--- src/rtl/ifetch_unit.sv ---
// Instruction fetch: owns the PC, reads the combinational ROM and queues
// {pc, instruction} pairs in a small FIFO toward decode.
module ifetch_unit #(
  parameter logic [31:0] RESET_PC = 32'h0000_0000,
  parameter int          DEPTH    = 2
) (
  input  logic        clk,
  input  logic        rst_n,
  input  logic        fetch_en,
  output logic [31:0] rom_addr,
  input  logic [31:0] rom_data,
  input  logic        redirect,
  input  logic [31:0] redirect_pc,
  output logic        inst_valid,
  input  logic        inst_ready,
  output logic [31:0] inst,
  output logic [31:0] inst_pc
);

  localparam int          PW      = $clog2(DEPTH);
  localparam logic [PW:0] DEPTH_C = (PW+1)'(DEPTH);

  logic [31:0]   pc_q, pc_d;
  logic [PW-1:0] wr_q, wr_d, rd_q, rd_d;
  logic [PW:0]   cnt_q, cnt_d;
  logic [31:0]   mem_inst_q [DEPTH];
  logic [31:0]   mem_pc_q   [DEPTH];
  logic          pop, issue;

  assign rom_addr   = pc_q;
  assign inst_valid = (cnt_q != '0);
  assign inst       = mem_inst_q[rd_q];
  assign inst_pc    = mem_pc_q[rd_q];

  // A redirect suppresses both ends of the FIFO so the flush is clean.
  assign pop   = inst_valid & inst_ready & ~redirect;
  assign issue = fetch_en & ~redirect & ((cnt_q < DEPTH_C) | pop);

  always_comb begin
    pc_d  = pc_q;
    wr_d  = wr_q;
    rd_d  = rd_q;
    cnt_d = cnt_q;
    if (redirect) begin
      pc_d  = {redirect_pc[31:2], 2'b00};
      wr_d  = '0;
      rd_d  = '0;
      cnt_d = '0;
    end else begin
      if (issue) begin
        pc_d = pc_q + 32'd4;
        wr_d = wr_q + 1'b1;
      end
      if (pop) begin
        rd_d = rd_q + 1'b1;
      end
      if (issue && !pop) begin
        cnt_d = cnt_q + 1'b1;
      end else if (pop && !issue) begin
        cnt_d = cnt_q - 1'b1;
      end
    end
  end

  always_ff @(posedge clk or negedge rst_n) begin
    if (!rst_n) begin
      pc_q  <= RESET_PC;
      wr_q  <= '0;
      rd_q  <= '0;
      cnt_q <= '0;
    end else begin
      pc_q  <= pc_d;
      wr_q  <= wr_d;
      rd_q  <= rd_d;
      cnt_q <= cnt_d;
    end
  end

  // Storage is cleared on reset so inst/inst_pc read as zero afterwards.
  always_ff @(posedge clk or negedge rst_n) begin
    if (!rst_n) begin
      for (int i = 0; i < DEPTH; i++) begin
        mem_inst_q[i] <= '0;
        mem_pc_q[i]   <= '0;
      end
    end else if (issue) begin
      mem_inst_q[wr_q] <= rom_data;
      mem_pc_q[wr_q]   <= pc_q;
    end
  end

endmodule
--- config.mk ---
export PLATFORM = sky130hd
export DESIGN_NAME = ifetch_unit
export DESIGN_NICKNAME = d
export VERILOG_FILES = /design/src/rtl/ifetch_unit.sv
export SDC_FILE = /design/constraint.sdc
export NUM_CORES = 1
export LEC_CHECK = 0
export CAP_MARGIN = 20
export CORE_MARGIN = 1.5
export CORE_UTILIZATION = 46
export DETAILED_ROUTE_END_ITERATION = 7
export GPL_ROUTABILITY_DRIVEN = 0
export PLACE_DENSITY = 0.77
export SKIP_CTS_REPAIR_TIMING = 1
export SLEW_MARGIN = 25
export SYNTH_ARGS = -nofsm -noshare
export SYNTH_HDL_FRONTEND = slang
export SYNTH_SLANG_ARGS = --single-unit
--- constraint.sdc ---
create_clock -name clk -period 2 [get_ports clk]
set_input_delay 0.4 -clock clk [delete_from_list [all_inputs] [get_ports clk]]
set_output_delay 0.4 -clock clk [all_outputs]
set_load 0.1 [all_outputs]
==> run metrics <==
run status finished, violations left; violated checks setup timing; buffers added on ports 159; highest net fanout along the worst path 10; Routed met3 length 1040 microns; total overflow reported by the global router 0; Flop pwr share 0.294; CP Launch Type register; clock slew at the register clock pins of the worst setup and hold paths 0.06 ns; maximum clock skew at final layout 0.00674 ns; final critical-path share of the clock period 1.03; top metal layer carrying routed signals met4; hold crit path type in -> reg; global-route wire length before repair 29300 microns; Internal Power 9.12 mW; proportion of layout cells with a drive suffix above 1 0.492; # H-tree levels 4; Max Clk Rate 483 MHz; Met1 Routed Length 7960 microns; clock network fraction of design power 0.226; Max rail drop VDD 0.824 mV; number of iterations in the first detailed-routing pass 4; total clock sinks 158; Multi-input gate area 0.00319 sq mm; largest net degree at the start of global routing 50; DR vias/cell 5.17; DRC viols 0; post-layout worst setup margin -0.0688 ns; fraction of power consumed by combinational cells 0.480; total of endpoints with negative setup slack in the final report 62; endpoint arrival time on the critical path 1.67 ns; final worst path period need 2.07 ns; average wire per cell in the routed design 18.8 microns; syn avg cell area 12.6 sq um; kind of end point of the critical path output pin; final wirelength 18900 microns; data required time of the worst path 1.60 ns; post-synthesis instance area 0.00724 sq mm; area growth from synthesis to final layout 54.7%; register area 0.00404 sq mm; met2 wire len 9700 microns; number of standard-cell rows in the floorplan 45; total count of hold-check failures in the final report 0; starting density of the core 0.474; leakage component of the power 4.82 nW; sequential element share of the synthesized area 0.546; count of placed standard cells in the final layout, fillers left out 1005; MaxCap Viol Count 0; Die Height 128 microns; n_diodes 0; antenna violations before repair 0; vias after detailed routing 5199; CTS root buffer sky130_fd_sc_hd__clkbuf_16; GRT Total Usage 0.230; category of the most critical setup path reg -> out; synthesized instance count 573; hpwl dp 12800 microns; Cell Pwr Density 1360 mW/mm^2; final worst hold slack 0.421 ns; #FFs+latches synth 158; number of DRC markers after the initial detailed-route iteration 233; clock tree from TritonCTS built; library cells used by synthesis 34; floorplan die area 0.0165 sq mm; switch share 0.400; setup repair after global routing missed its margin yes; number of nets in the final layout 852; via count of the first global-routing pass 5684; number of warnings reported in the yosys synthesis log 0; CTS Buffer Depth 2; Die Width 128 microns; number of instances in the placed design 966; source-to-sink clock delay at the later pin of the worst-skew pair 0.42 ns; number of nets with antenna violations after routing 0; Final Slew Violations 0; layout filler cell count 971; number of top-level pins 166; Core Footprint 0.0153 sq mm; TritonCTS buffer count 17; power dissipated by switching net loads 6.07 mW
path summary, 6_finish.rpt:
kind                                          start                          to  slack [ns]  depth (start not counted)
setup / recovery                   rd_q$_DFFE_PN0P_                 inst_pc[19]       -0.07                          4
hold / removal                             redirect    rom_addr[28]$_DFFE_PN0P_        0.42                          3
setup reg to reg           rom_addr[17]$_DFFE_PN0P_    rom_addr[31]$_DFFE_PN0P_        0.07                          5
hold reg to reg            mem_pc_q[30]$_DFFE_PN0P_    mem_pc_q[30]$_DFFE_PN0P_        0.48                          2
max in group asynchronous                     rst_n            rd_q$_DFFE_PN0P_        0.90                          3
min in group asynchronous                     rst_n  mem_inst_q[62]$_DFFE_PN0P_        0.49                          2
cells in the mapped netlist:
library cell | instances | area share
sky130_fd_sc_hd__buf_1 | 4 | 0.0021
sky130_fd_sc_hd__nor4_1 | 6 | 0.0052
sky130_fd_sc_hd__ha_1 | 1 | 0.0017
sky130_fd_sc_hd__nor2b_1 | 2 | 0.0017
sky130_fd_sc_hd__nor3_2 | 1 | 0.0014
sky130_fd_sc_hd__buf_2 | 6 | 0.0041
sky130_fd_sc_hd__o31a_1 | 1 | 0.0012
sky130_fd_sc_hd__a221oi_1 | 1 | 0.0012
sky130_fd_sc_hd__mux2i_1 | 1 | 0.0014
sky130_fd_sc_hd__xor2_1 | 6 | 0.0073
sky130_fd_sc_hd__dfrtp_1 | 158 | 0.55
sky130_fd_sc_hd__or4_4 | 1 | 0.0016
sky130_fd_sc_hd__nand4_4 | 1 | 0.0029
sky130_fd_sc_hd__nand2_1 | 47 | 0.024
sky130_fd_sc_hd__nand2b_1 | 2 | 0.0017
sky130_fd_sc_hd__xnor2_1 | 23 | 0.028
sky130_fd_sc_hd__nor2_1 | 16 | 0.0083
sky130_fd_sc_hd__a21oi_1 | 3 | 0.0021
sky130_fd_sc_hd__nand3_1 | 12 | 0.0083
sky130_fd_sc_hd__mux2_2 | 173 | 0.27
sky130_fd_sc_hd__a22oi_1 | 1 | 0.0010
sky130_fd_sc_hd__and3_1 | 6 | 0.0052
sky130_fd_sc_hd__or4_1 | 1 | 0.0010
sky130_fd_sc_hd__nor3b_1 | 1 | 0.0010
sky130_fd_sc_hd__and4_1 | 2 | 0.0024
sky130_fd_sc_hd__nand4_1 | 6 | 0.0052
sky130_fd_sc_hd__clkbuf_1 | 22 | 0.011
sky130_fd_sc_hd__buf_4 | 5 | 0.0052
sky130_fd_sc_hd__nor3_1 | 10 | 0.0069
sky130_fd_sc_hd__o21ai_0 | 35 | 0.024
sky130_fd_sc_hd__o21a_1 | 1 | 0.0010
sky130_fd_sc_hd__mux2_1 | 6 | 0.0093
sky130_fd_sc_hd__inv_1 | 11 | 0.0057
sky130_fd_sc_hd__conb_1 | 1 | 0.00052
final cells by class:
cell class | count | share of cell area
flip-flops and latches | 158 | 0.360
multi-input cells | 370 | 0.285
repair buffers | 224 | 0.271
clock buffers | 25 | 0.0442
well taps | 211 | 0.0236
clock inverters | 6 | 0.0118
inverters | 11 | 0.00369
metal layers:
layer / vias up / GRT usage
li1: 2414 / -
met1: 2605 / 0.290
met2: 161 / 0.401
met3: 19 / 0.0582
met4: 0 / 0.0549
met5: - / 0
flip-flops by register name (all words and copies together), names as in the netlist:
name,flops
wr_q,1
rd_q,1
mem_pc_q,60
mem_inst_q,64
cnt_q,2
rom_addr,30
power by group through the flow:
stage	registers (mW)	clock network, mW	logic, mW
3_5_place_dp	4.50	0	7.14
2_1_floorplan	4.82	0	4.26
3_3_place_gp	4.42	0	7.05
6_report	4.47	3.43	7.28
4_1_cts	4.45	3.48	7.17
5_1_grt	4.57	3.61	7.51
cell usage in the layout (no fill, tap or decap), types with 5 or more instances in the layout:
master / n
sky130_fd_sc_hd__and3_1: 5
sky130_fd_sc_hd__buf_12: 91
sky130_fd_sc_hd__buf_4: 62
sky130_fd_sc_hd__clkbuf_16: 20
sky130_fd_sc_hd__clkdlybuf4s50_1: 64
sky130_fd_sc_hd__dfrtp_1: 130
sky130_fd_sc_hd__dfrtp_2: 9
sky130_fd_sc_hd__dfrtp_4: 19
sky130_fd_sc_hd__inv_1: 11
sky130_fd_sc_hd__mux2_1: 6
sky130_fd_sc_hd__mux2_2: 148
sky130_fd_sc_hd__mux2_4: 25
sky130_fd_sc_hd__nand2_1: 47
sky130_fd_sc_hd__nand3_1: 12
sky130_fd_sc_hd__nand4_1: 6
sky130_fd_sc_hd__nor2_1: 16
sky130_fd_sc_hd__nor3_1: 10
sky130_fd_sc_hd__nor4_1: 6
sky130_fd_sc_hd__o21ai_0: 35
sky130_fd_sc_hd__xnor2_1: 23
sky130_fd_sc_hd__xor2_1: 6
stage by stage:
stage / area [sq um] / power [mW] / TNS (ns) / util / setup slack [ns]
final: 11200 / 15.2 / -3.18 / 0.734 / -0.0688
after global routing: 11200 / 15.7 / -5.68 / 0.734 / -0.110
after CTS: 11000 / 15.1 / -4.81 / 0.719 / -0.126
after detailed placement: 10300 / 11.6 / -19.87 / 0.678 / -0.318
after global placement: 10300 / 11.5 / -17.50 / 0.678 / -0.322
after floorplan: 7330 / 9.07 / -0.265 / - / -0.265
critical path, stage by stage (launching register included):
cell                      delay (ns)
sky130_fd_sc_hd__dfrtp_2        0.39
sky130_fd_sc_hd__buf_4          0.15
sky130_fd_sc_hd__buf_12         0.16
sky130_fd_sc_hd__mux2_2         0.38
sky130_fd_sc_hd__buf_12         0.17
cell families after synthesis:
kind of cell | Yosys count | synth area share
mux | 180 | 0.280
simple gates | 114 | 0.0773
flops | 158 | 0.546
buf+inv | 48 | 0.0285
compound gates | 42 | 0.0308
xor+xnor | 29 | 0.0351
other cells | 1 | 0.000518
fa+ha+maj | 1 | 0.00173
Note: power is estimated with default switching activity, not from simulation.
